### config.mk
export PLATFORM = sky130hd
export DESIGN_NAME = act_grad_stream_flat
export DESIGN_NICKNAME = d
export VERILOG_FILES = /design/src/rtl/act_grad_stream_pkg.sv /design/src/rtl/act_grad_stream_if.sv /design/src/rtl/act_grad_stream_core.sv /design/src/rtl/act_grad_stream.sv /design/src/flat_wrapper.sv
export SDC_FILE = /design/constraint.sdc
export NUM_CORES = 1
export LEC_CHECK = 0
export BUFFER_PORTS_ARGS = -buffer_cell sky130_fd_sc_hd__buf_2
export CAP_MARGIN = 20
export CORE_UTILIZATION = 50
export DETAILED_ROUTE_END_ITERATION = 7
export GPL_ROUTABILITY_DRIVEN = 0
export GPL_TIMING_DRIVEN = 0
export PLACE_DENSITY = 0.68
export SYNTH_ARGS = -nofsm -noshare
export SYNTH_HDL_FRONTEND = slang
export SYNTH_SLANG_ARGS = --single-unit
### constraint.sdc
create_clock -name clk -period 9.15 [get_ports clk]
set_input_delay 1.3725 -clock clk [delete_from_list [all_inputs] [get_ports clk]]
set_output_delay 1.3725 -clock clk [all_outputs]
set_load 0.05 [all_outputs]
### src/rtl/act_grad_stream_pkg.sv
// Shared types and constants for the piecewise-linear activation gradient stream.
// Thresholds are returned in 32-bit signed so they never overflow narrow data widths.
package act_grad_pkg;

  localparam logic [1:0] MODE_LRELU = 2'd0;
  localparam logic [1:0] MODE_SIG3  = 2'd1;
  localparam logic [1:0] MODE_TANH5 = 2'd2;
  localparam logic [1:0] MODE_PASS  = 2'd3;

  typedef enum logic [1:0] {IDLE, RUN, DRAIN} state_t;

  typedef enum logic [2:0] {SEL_ZERO, SEL_G, SEL_HALF, SEL_QUARTER, SEL_SLOPE} sel_t;

  function automatic logic signed [31:0] thr_two(input int unsigned frac);
    return 32'sd2 <<< frac;
  endfunction

  function automatic logic signed [31:0] thr_q1(input int unsigned frac);
    return 32'sd1 <<< (frac - 2);
  endfunction

  function automatic logic signed [31:0] thr_q3(input int unsigned frac);
    return 32'sd3 <<< (frac - 2);
  endfunction

endpackage

### src/rtl/act_grad_stream_if.sv
// Input pair stream and output gradient stream of act_grad_stream.
interface act_grad_stream_if #(parameter int WIDTH = 16);
  logic                    s_valid;
  logic                    s_ready;
  logic signed [WIDTH-1:0] s_x;
  logic signed [WIDTH-1:0] s_grad;
  logic                    m_valid;
  logic                    m_ready;
  logic signed [WIDTH-1:0] m_grad;
  logic                    m_last;

  modport slave  (input  s_valid, s_x, s_grad, m_ready,
                  output s_ready, m_valid, m_grad, m_last);
  modport master (output s_valid, s_x, s_grad, m_ready,
                  input  s_ready, m_valid, m_grad, m_last);
endinterface

### src/rtl/act_grad_stream_core.sv
// Combinational region classification of x and the multiply/shift/saturate of g.
module act_grad_core
  import act_grad_pkg::*;
#(
  parameter int WIDTH = 16,
  parameter int FRAC  = 8
) (
  input  logic [1:0]              mode,
  input  logic signed [WIDTH-1:0] x,
  output sel_t                    sel,
  input  sel_t                    sel_r,
  input  logic signed [WIDTH-1:0] g,
  input  logic signed [WIDTH-1:0] slope,
  output logic signed [WIDTH-1:0] y
);
  localparam logic signed [WIDTH-1:0]   XMIN = {1'b1, {(WIDTH-1){1'b0}}};
  localparam logic signed [WIDTH-1:0]   YMAX = {1'b0, {(WIDTH-1){1'b1}}};
  localparam logic signed [2*WIDTH-1:0] PMAX = {{(WIDTH+1){1'b0}}, {(WIDTH-1){1'b1}}};
  localparam logic signed [2*WIDTH-1:0] PMIN = {{(WIDTH+1){1'b1}}, {(WIDTH-1){1'b0}}};
  localparam logic signed [31:0] T_TWO = thr_two(FRAC);
  localparam logic signed [31:0] T_Q1  = thr_q1(FRAC);
  localparam logic signed [31:0] T_Q3  = thr_q3(FRAC);

  logic signed [31:0]        ax;
  logic                      inner;
  logic signed [2*WIDTH-1:0] prod;
  logic signed [2*WIDTH-1:0] scaled;

  // The most negative x has no representable magnitude and is kept out of every inner segment.
  always_comb begin
    ax    = x[WIDTH-1] ? -32'(x) : 32'(x);
    inner = (x != XMIN);
    sel   = SEL_ZERO;
    case (mode)
      MODE_LRELU: sel = (!x[WIDTH-1] && x != '0) ? SEL_G : SEL_SLOPE;
      MODE_SIG3:  if (inner && ax <= T_TWO) sel = SEL_QUARTER;
      MODE_TANH5: begin
        if (inner && ax <= T_Q1)     sel = SEL_G;
        else if (inner && ax < T_Q3) sel = SEL_HALF;
      end
      default:    sel = SEL_G;
    endcase
  end

  always_comb begin
    prod   = {{WIDTH{slope[WIDTH-1]}}, slope} * {{WIDTH{g[WIDTH-1]}}, g};
    scaled = prod >>> FRAC;
    y      = '0;
    case (sel_r)
      SEL_G:       y = g;
      SEL_HALF:    y = g >>> 1;
      SEL_QUARTER: y = g >>> 2;
      SEL_SLOPE: begin
        if (scaled > PMAX)      y = YMAX;
        else if (scaled < PMIN) y = XMIN;
        else                    y = scaled[WIDTH-1:0];
      end
      default:     y = '0;
    endcase
  end
endmodule

### src/rtl/act_grad_stream.sv
// Burst controller and 2-stage pipeline emitting dL/dx = f'(x)*g for
// piecewise-linear activations.
module act_grad_stream
  import act_grad_pkg::*;
#(
  parameter int WIDTH = 16,
  parameter int FRAC  = 8,
  parameter int LEN_W = 16
) (
  input  logic                    clk,
  input  logic                    rst_n,
  input  logic                    start,
  input  logic [1:0]              cfg_mode,
  input  logic signed [WIDTH-1:0] cfg_slope,
  input  logic [LEN_W-1:0]        cfg_len,
  act_grad_stream_if.slave        bus,
  output logic                    busy,
  output logic                    done
);
  state_t                  state_q, state_d;
  logic [LEN_W-1:0]        cnt_q, len_q;
  logic [1:0]              mode_q;
  logic signed [WIDTH-1:0] slope_q;
  logic                    done_q;
  logic                    v1_q, last1_q, v2_q, last2_q;
  sel_t                    sel1_q, sel_in;
  logic signed [WIDTH-1:0] g1_q, y2_q, y_c;
  logic                    adv1, adv2, s_fire, m_fire, acc_last, start_ok;

  assign adv2      = !v2_q || bus.m_ready;
  assign adv1      = !v1_q || adv2;
  assign bus.s_ready = (state_q == RUN) && (cnt_q < len_q) && adv1;
  assign s_fire    = bus.s_valid && bus.s_ready;
  assign m_fire    = v2_q && bus.m_ready;
  assign acc_last  = s_fire && (cnt_q == len_q - 1'b1);
  assign start_ok  = (state_q == IDLE) && start;

  always_comb begin
    state_d = state_q;
    case (state_q)
      IDLE:    if (start && cfg_len != '0) state_d = RUN;
      RUN:     if (acc_last) state_d = DRAIN;
      DRAIN:   if (m_fire && last2_q) state_d = IDLE;
      default: state_d = IDLE;
    endcase
  end

  always_ff @(posedge clk or negedge rst_n) begin
    if (!rst_n) begin
      state_q <= IDLE;
      cnt_q   <= '0;
      len_q   <= '0;
      mode_q  <= '0;
      slope_q <= '0;
      done_q  <= 1'b0;
    end else begin
      state_q <= state_d;
      done_q  <= (start_ok && cfg_len == '0) || (state_q == DRAIN && m_fire && last2_q);
      if (start_ok) begin
        mode_q  <= cfg_mode;
        slope_q <= cfg_slope;
        len_q   <= cfg_len;
        cnt_q   <= '0;
      end else if (s_fire) begin
        cnt_q <= cnt_q + 1'b1;
      end
    end
  end

  // Each stage loads when its successor is empty or draining, giving one element per cycle.
  always_ff @(posedge clk or negedge rst_n) begin
    if (!rst_n) begin
      v1_q    <= 1'b0;
      last1_q <= 1'b0;
      g1_q    <= '0;
      sel1_q  <= SEL_ZERO;
      v2_q    <= 1'b0;
      last2_q <= 1'b0;
      y2_q    <= '0;
    end else begin
      if (adv1) begin
        v1_q    <= s_fire;
        last1_q <= acc_last;
        if (s_fire) begin
          g1_q   <= bus.s_grad;
          sel1_q <= sel_in;
        end
      end
      if (adv2) begin
        v2_q    <= v1_q;
        last2_q <= last1_q;
        if (v1_q) y2_q <= y_c;
      end
    end
  end

  act_grad_core #(.WIDTH(WIDTH), .FRAC(FRAC)) u_core (
    .mode  (mode_q),
    .x     (bus.s_x),
    .sel   (sel_in),
    .sel_r (sel1_q),
    .g     (g1_q),
    .slope (slope_q),
    .y     (y_c)
  );

  assign bus.m_valid = v2_q;
  assign bus.m_grad  = y2_q;
  assign bus.m_last  = last2_q;
  assign busy        = (state_q != IDLE);
  assign done        = done_q;
endmodule

### src/flat_wrapper.sv
// flat-port wrapper written by rule: the top's interface ports become plain ports
module act_grad_stream_flat import act_grad_pkg::*;
#(
  parameter int WIDTH = 16,
  parameter int FRAC  = 8,
  parameter int LEN_W = 16
)
  (clk, rst_n, start, cfg_mode, cfg_slope, cfg_len, busy, done, bus_s_valid, bus_s_x, bus_s_grad, bus_m_ready, bus_s_ready, bus_m_valid, bus_m_grad, bus_m_last);
  act_grad_stream_if #(.WIDTH(WIDTH)) bus_i ();
  input  logic clk;
  input  logic rst_n;
  input  logic start;
  input  logic [1:0] cfg_mode;
  input  logic signed [WIDTH-1:0] cfg_slope;
  input  logic [LEN_W-1:0] cfg_len;
  output logic busy;
  output logic done;
  input wire logic [$bits(bus_i.s_valid)-1:0] bus_s_valid;
  input wire logic [$bits(bus_i.s_x)-1:0] bus_s_x;
  input wire logic [$bits(bus_i.s_grad)-1:0] bus_s_grad;
  input wire logic [$bits(bus_i.m_ready)-1:0] bus_m_ready;
  output wire logic [$bits(bus_i.s_ready)-1:0] bus_s_ready;
  output wire logic [$bits(bus_i.m_valid)-1:0] bus_m_valid;
  output wire logic [$bits(bus_i.m_grad)-1:0] bus_m_grad;
  output wire logic [$bits(bus_i.m_last)-1:0] bus_m_last;
  assign bus_i.s_valid = bus_s_valid;
  assign bus_i.s_x = bus_s_x;
  assign bus_i.s_grad = bus_s_grad;
  assign bus_i.m_ready = bus_m_ready;
  assign bus_s_ready = bus_i.s_ready;
  assign bus_m_valid = bus_i.m_valid;
  assign bus_m_grad = bus_i.m_grad;
  assign bus_m_last = bus_i.m_last;
  act_grad_stream #(.WIDTH(WIDTH), .FRAC(FRAC), .LEN_W(LEN_W)) u_core (.clk(clk), .rst_n(rst_n), .start(start), .cfg_mode(cfg_mode), .cfg_slope(cfg_slope), .cfg_len(cfg_len), .bus(bus_i), .busy(busy), .done(done));
endmodule
# Yosys cells after proc, flatten, opt, wreduce, memory -nomap -nowiden
# Cells that the tools add are included.
[op_classes]
n_mux = 15
n_mul = 1
add_sub_neg = 3
eq_ne = 13
order_cmp = 6
reduce_logical = 31
[ops]
columns = ["cell", "count"]
rows = [
  ["$mux W16", 4],
  ["$pmux W16 S4", 1],
  ["$le A32 B11 Y1 const B", 1],
  ["$le A32 B8 Y1 const B", 1],
  ["$lt A32 B9 Y1 const B", 1],
  ["$mul A16 B16 Y32", 1],
  ["$mux W32", 1],
  ["$neg A16 Y32", 1],
  ["$reduce_bool A16 Y1", 2],
  ["$gt A24 B16 Y1 const B", 1],
  ["$lt A24 B16 Y1 const B", 1],
  ["$add A16 B1 Y16 const B", 1],
  ["$eq A16 B16 Y1", 1],
  ["$logic_not A16 Y1", 1],
  ["$lt A16 B16 Y1", 1],
  ["$ne A16 B16 Y1 const B", 1],
  ["$sub A16 B1 Y16 const B", 1],
  ["$logic_and A1 B1 Y1", 15],
  ["$mux W2", 6],
  ["$pmux W3 S3", 1],
  ["$eq A3 B2 Y1 const B", 2],
  ["$pmux W2 S3", 1],
  ["$eq A2 B1 Y1 const B", 2],
  ["$eq A2 B2 Y1 const B", 2],
  ["other kinds (11)", 19],
]
[word_totals]
in_bits = 71
word_cells = 82
out_inout_bits = 21
regBits = 92

# Longest topological paths before layout
# Gate-level depths: netlist of run 1.
[logic_depth]
ltp_word = 8
mapped_depth = 28
mapped_depth_nobuf = 24

# Cells and area by module
# A second synthesis of run 1 with hierarchy kept.
[hier_totals]
cells_unflattened = 1839
area_unflattened_um2 = 16087.9
[by_module_without_submodules]
columns = ["module", "seq_area_each_um2", "cells_each", "instances", "area_per_inst_um2"]
rows = [
  ["act_grad_core", 0.0, 1388, 1, 11489.8],
  ["act_grad_stream", 2302.2, 451, 1, 4598.2],
]

# Worst setup path after synthesis of run 1
# OpenSTA, ideal clock, no wires.
[synth_path]
path_type = "register to register"
from = "register u_core.g1_q[3]"
to = "register u_core.y2_q[10], in the netlist u_core.bus.m_grad[10]"
path_buffers = 4
synth_period_minus_slack_ns = 7.205
setup_time_ns = 0.124
slack_ns = 1.945
arrival_ns = 7.081
stages_incl_launch_ff = 25
t_required_ns = 9.026
cell_sequence = "dfrtp_1 > clkbuf_1 > clkbuf_1 > nand2_1 > fa_1 > inv_1 > fa_1 > inv_1 > fa_1 > fa_1 > fa_1 > fa_1 > inv_1 > ha_1 > buf_2 > nand2_1 > nor2_1 > nand2_1 > o21ai_1 > o21ai_2 > mux2_4 > a2111oi_4 > a41oi_2 > buf_6 > a211o_1"
[synth_via]
elab_chain_len = 5
elab_cells_between_ends = 6
cone_classes = "mul: 1; order compare: 2; mux: 3"
[synth_lines]
columns = ["element", "line", "text"]
rows = [
  ["from (decl)", "act_grad_stream.sv:27", "logic signed [WIDTH-1:0] g1_q, y2_q, y_c;"],
  ["from (signal assigned)", "act_grad_stream.sv:85", "g1_q <= bus.s_grad;"],
  ["$mul A16 B16 Y32 *", "act_grad_stream_core.sv:46", "prod = {{WIDTH{slope[WIDTH-1]}}, slope} * {{WIDTH{g[WIDTH-1]}}, g};"],
  ["$lt A24 B16 Y1", "act_grad_stream_core.sv:55", "else if (scaled < PMIN) y = XMIN;"],
  ["$mux W16", "act_grad_stream_core.sv:55", ""],
  ["$mux W16 *", "act_grad_stream_core.sv:54", "if (scaled > PMAX) y = YMAX;"],
  ["$pmux W16 S4 *", "act_grad_stream_core.sv:49", "case (sel_r)"],
  ["to (signal assigned)", "act_grad_stream.sv:92", "if (v1_q) y2_q <= y_c;"],
  ["to (decl)", "act_grad_stream.sv:27", ""],
]
# Mark *: on every way between the ends. The rest lies on a longest branch, timed or not.
# A chain may end at the register's enable or synchronous reset.

# Final worst setup path of run 1
# Same ends and word-level chain as after synthesis.

==> results of run 1 <==
==> metrics by stage <==
step	util [%]	std cells	cell area, um2
6_report	55.15	2242	16910
3_3_place_gp	53.97	2224	16550
4_1_cts	55.10	2241	16900
2_1_floorplan	-	1738	15610
5_1_grt	55.14	2241	16910
3_5_place_dp	54.06	2225	16580
==> layer usage <==
metal / wire, um / part of all wire, %
met2: 19460 / 47
met4: 1647 / 4.0
met1: 17420 / 42
met3: 2784 / 6.7
met5: 0 / 0
==> state kept, by name, indices dropped and copies added, names as in the netlist, 2 cells and up <==
register,cells
u_core.bus.m_grad,16
u_core.sel1_q,3
u_core.slope_q,16
u_core.g1_q,16
u_core.mode_q,2
u_core.cnt_q,16
u_core.len_q,16
u_core.state_q,2
==> layout by cell type, fill, tap and decap left out, types with 12 or more instances in the layout <==
cell type,count
nand2b_1,13
nand4_1,14
mux2_2,53
a22oi_1,14
inv_1,355
and2_1,123
nor3_1,17
ha_1,98
a21o_1,13
nor2b_1,12
a211o_1,15
clkbuf_1,67
xnor2_1,41
fa_1,260
nand3_1,24
o21ai_0,63
dfrtp_1,92
a21oi_1,40
buf_2,94
nor2_1,67
nand2_1,206
xor2_1,15
==> worst max-delay path, cell delays in order, from the launching register on <==
cell	delay, ps
dfrtp_1	340
clkbuf_1	490
clkbuf_1	480
nand2_1	170
fa_1	790
inv_1	110
fa_2	740
inv_1	210
fa_1	580
fa_1	450
fa_1	530
fa_1	550
inv_1	40
ha_1	260
buf_2	220
nand2_1	100
nor2_1	180
nand2_1	70
o21ai_1	310
o21ai_2	150
mux2_4	330
a2111oi_4	470
a41oi_2	400
buf_6	270
a211o_1	240
==> final cells by class <==
cell class                 count  area, um2  area share [%]
timing repair buffer          91      480.5           2.841
multi-input combinational   1214      11680           69.03
tap                          396      495.5           2.929
clock inverter                 5      63.81          0.3773
clock buffer                  11      252.7           1.494
inverter                     355       1333           7.878
sequential                    92       2302           13.61
buffer                        77      307.8           1.820
antenna                        1      2.502         0.01480
==> what timing repair did <==
item | in CTS | in global routing
gates resized for setup | 0 | 2
endpoints found under the setup margin | 0 | 10
hold buffers | 0 | 0
==> cells by family after synthesis <==
family | after synthesis | synth area share [%]
muxes | 59 | 4.241
AOI/OAI and AO/OA | 209 | 9.117
DFF | 92 | 14.75
and+or+nand+nor | 531 | 16.89
xor gates and xnor gates | 56 | 3.143
adders and majority gates | 359 | 41.34
buffers and inverters | 432 | 10.51
==> final timing paths <==
check                                                 from                                 to  slack [ps]  depth (start not counted)
worst max register to register  u_core.g1_q[3]$_DFFE_PN0P_  u_core.bus.m_grad[10]$_DFFE_PN0P_         540                         24
worst min-delay path            u_core.last1_q$_DFFE_PN0N_         u_core.last1_q$_DFFE_PN0N_         480                          2
min in group asynchronous                            rst_n        u_core.cnt_q[7]$_DFFE_PN0P_         910                          1
worst max-delay path            u_core.g1_q[3]$_DFFE_PN0P_  u_core.bus.m_grad[10]$_DFFE_PN0P_         540                         24
worst min register to register  u_core.last1_q$_DFFE_PN0N_         u_core.last1_q$_DFFE_PN0N_         480                          2
max in group asynchronous                            rst_n      u_core.slope_q[9]$_DFFE_PN0P_        7560                          2
==> flow_summary.toml, run 1 <==
[floorplan]
die_h_um = 178.7
initial_core_util_pct = 50.88
num_rows = 64
ios = 92
dieArea_mm2 = 0.03192
design.core.area_mm2 = 0.03067
die_w_um = 178.7

[flow_run]
drv_cap = 0

[worst_setup_path]
crit_arrival_ps = 8860
path_max_fanout = 10
start_kind = "register"
crit_required_ps = 9400
critical_path_class = "reg2reg"
endpoint_kind = "register"

[detailed_routing]
drt_wl_total_mm = 41.32
num_vias = 12360
first_pass_iters = 5
avgRoutedWirePerCell_um = 18.43
vias_per_cell = 5.514
drtAntennaViolNets = 0
route.detailed.drc = 0
drt_iter0_drc = 831

[hold_path]
hold_class = "reg2reg"

[global_route]
grt_pass1_vias = 13040
grt_busiest_layer = "met2"
grt_overflow_total = 0
grt_max_degree = 68
grt_pass1_wl_mm = 68.67
grt_use_met3_pct = 5.789
gr-usage-met1_pct = 36.93
met2_usage_pct = 46.35
track_usage_pct = 28.33
antenna_found_initial = 2

[finish]
layout-drive-gt1-share_pct = 10.24
area.growth.synth_to_final_pct = 8.387
final.fill_count = 2832
layout.nets = 2270

[yosys]
seq_area_frac_synth_pct = 14.75
async_reset_ff_share_pct = 100.0
synth_cells = 1738
synth.most_common_cell = "inv_1"
synthFlopType = "dfrtp_1"
avgSynthCellArea_um2 = 8.979
ys_ff_latch = 92
yosys-top-cells-count = "inv_1, fa_1, nand2_1"
synth_top_area_share_pct = 33.48
syn_nets = 2168
netlist_area_mm2 = 0.01560
synthTopCellsByArea = "fa_1, dfrtp_1, inv_1"
ys_types = 74
synth_warnings = 0
synth_edf_count = 0
synth_area_leader_cell = "fa_1"

[clocking]
clk_pin_slew_worst_paths_ps = 70
tritoncts = "yes"
cts-root-buf = "clkbuf_16"
cts_htree_levels = 3
cts_setup_buffers = 0
clkSinkCount = 92
cts_buffers = 9
clk_latency_ps = 370
clockBufferDepth = 2

[sta]
setup_ws_ps = 538.5
clock.fmax_mhz = 116.1
setup_viol = 0
finClkSkew_ps = 12.43
fin_crit_ps = 8611
worst_pin_slew_ps = 1094
fin_setup_tns_ps = 0
rsz0062_at_grt = "no"
slew_viol_final = 0
period_share_pct = 94.11
hold_ws_ps = 477.2
hold_violations = 0
slew_headroom_pct = 27.08

[place]
io_buffers = 90
post-place-ws_ps = 269.0
dp_hpwl_mm = 34.39

[outcome]
outcome = "complete, no violations"
Power of run 1 is not shown: default switching activity piles up to over one toggle a cycle in this logic, so the estimate is an artifact.
==> run 2: changes to the inputs <==
--- a/config.mk
+++ b/config.mk
@@ -7,11 +7,12 @@
 export LEC_CHECK = 0
 export BUFFER_PORTS_ARGS = -buffer_cell sky130_fd_sc_hd__buf_2
 export CAP_MARGIN = 20
-export CORE_UTILIZATION = 50
+export CORE_UTILIZATION = 65
+export CTS_BUF_LIST = sky130_fd_sc_hd__clkbuf_4
 export DETAILED_ROUTE_END_ITERATION = 7
 export GPL_ROUTABILITY_DRIVEN = 0
 export GPL_TIMING_DRIVEN = 0
-export PLACE_DENSITY = 0.68
+export PLACE_DENSITY = 0.84
 export SYNTH_ARGS = -nofsm -noshare
 export SYNTH_HDL_FRONTEND = slang
 export SYNTH_SLANG_ARGS = --single-unit
==> run 2 against run 1 <==
Against the previous run: register-to-register slack got worse by 120 ps; cell count fell by 3.4%; die area decreased by 23%; worst setup slack got worse by 120 ps; global-route usage increased by 8.2 points; clock skew grew 17 ps; first-iteration DRC count is 14% higher; count of clock-buffer cells in the layout decreased by 1; hold slack improved by 18 ps; sequential cell count did not move; maximum frequency down 1.4%; critical endpoint is now u_core.bus.m_grad[13]$_DFFE_PN0P_.
==> flow_summary.toml, run 2 (synthesized netlist as in run 1, its figures left out) <==
[clocking]
clockBufferDepth = 2
tritoncts = "yes"
cts_htree_levels = 3
clk_pin_slew_worst_paths_ps = 160
cts.hold.buffers_added = 0
cts-root-buf = "clkbuf_4"
clkSinkCount = 92
clk_latency_ps = 500
cts_buffers = 9

[sta]
rsz0062_at_grt = "no"
worst_pin_slew_ps = 1075
clock.fmax_mhz = 114.5
hold_violations = 0
finClkSkew_ps = 29.20
fin_setup_tns_ps = 0
setup_viol = 0
fin_crit_ps = 8730
slew_viol_final = 0
period_share_pct = 95.41
slew_headroom_pct = 28.32

[global_route]
grt_pass1_vias = 13500
track_usage_pct = 36.50
grt_overflow_total = 0
grt_max_degree = 56
grt_pass1_wl_mm = 68.32
antenna_found_initial = 2

[finish]
area.growth.synth_to_final_pct = 7.000
layout-drive-gt1-share_pct = 10.24
final_common_cell = "inv_1"
final_cell_mix = "inv_1, fa_1, nand2_1, and2_1, ha_1"
final.fill_count = 1765
layout.nets = 2270

[floorplan]
dieArea_mm2 = 0.02463
initial_core_util_pct = 66.28
ios = 92
die_h_um = 156.9
die_w_um = 156.9
design.core.area_mm2 = 0.02354
num_rows = 56

[detailed_routing]
vias_per_cell = 5.862
route.detailed.drc = 0
drt_iter0_drc = 950
drt_wl_total_mm = 41.08
first_pass_iters = 6
avgRoutedWirePerCell_um = 18.97
num_vias = 12700
drtAntennaViolNets = 0

[place]
dp_hpwl_mm = 33.55
io_buffers = 90

[worst_setup_path]
crit_family = "adder cells"
start_kind = "register"
cp_slowest_cell = "fa_1"
crit_arrival_ps = 9160
max_stage_delay_ps = 790
path_max_fanout = 10
critical_path_class = "reg2reg"
crit_required_ps = 9580
rrSetupSlack_ps = 420
cp.buffers_inverters = 9
endpoint_kind = "register"

[outcome]
outcome = "complete, no violations"

[flow_run]
drv_cap = 0

[hold_path]
hold_class = "reg2reg"
-- run 2: changes by cell type in the layout (fill, tap and decap cells not counted), sizes merged --
cell,delta
diode,+1
clkbuf,-1
clkinv,-1
bufinv,+2
-- run 2: per-layer routing --
metal	share of wire, %	up-vias	global-route usage (%)
li1	-	5648	-
met1	39	6317	46.67
met2	48	588	59.81
met3	8.6	145	7.599
met4	4.9	0	16.76
met5	0	-	0
-- run 2: final timing paths --
kind | from | cells after the start | endpoint
min in group asynchronous | rst_n | 1 | u_core.len_q[9]$_DFFE_PN0P_
hold / removal | u_core.last1_q$_DFFE_PN0N_ | 2 | u_core.last1_q$_DFFE_PN0N_
setup reg to reg | u_core.g1_q[3]$_DFFE_PN0P_ | 26 | u_core.bus.m_grad[13]$_DFFE_PN0P_
setup / recovery | u_core.g1_q[3]$_DFFE_PN0P_ | 26 | u_core.bus.m_grad[13]$_DFFE_PN0P_
hold reg to reg | u_core.last1_q$_DFFE_PN0N_ | 2 | u_core.last1_q$_DFFE_PN0N_
max in group asynchronous | rst_n | 2 | u_core.slope_q[11]$_DFFE_PN0P_
-- run 2: area by class of cell --
type,count,area [um2],area share (%)
Inverter,355,1333,7.981
Buffer,77,307.8,1.843
Clock buffer,10,75.07,0.4496
Multi-Input combinational cell,1214,11680,69.93
Clock inverter,6,118.9,0.7119
Timing Repair Buffer,91,480.5,2.877
Antenna cell,2,5.005,0.02997
Tap cell,319,399.1,2.390
Sequential cell,92,2302,13.79
-- run 2: tightest hold or removal path, delay by kind of cell (launching register included) --
kind | cells | cell delay, ps
DFF | 1 | 380
and+or+nand+nor | 2 | 100
-- run 2: repair_timing --
| action | CTS | global route |
|---|---|---|
| endpoints found under the setup margin | 0 | 10 |
| resized for setup | 0 | 2 |
| setup buffers | 0 | 0 |
-- run 2: through the flow --
stage	setup WS [ps]	instances	area [um2]	hold slack, ps	util [%]
after floorplan	1945	1738	15610	433.1	-
after global placement	446.7	2147	16450	448.6	69.89
after detailed placement	367.3	2148	16480	461.2	70.02
after CTS	289.0	2164	16680	494.4	70.84
after global routing	142.9	2165	16690	560.3	70.91
final	419.8	2166	16700	494.9	70.92
Power of run 2 is left out for the same reason.
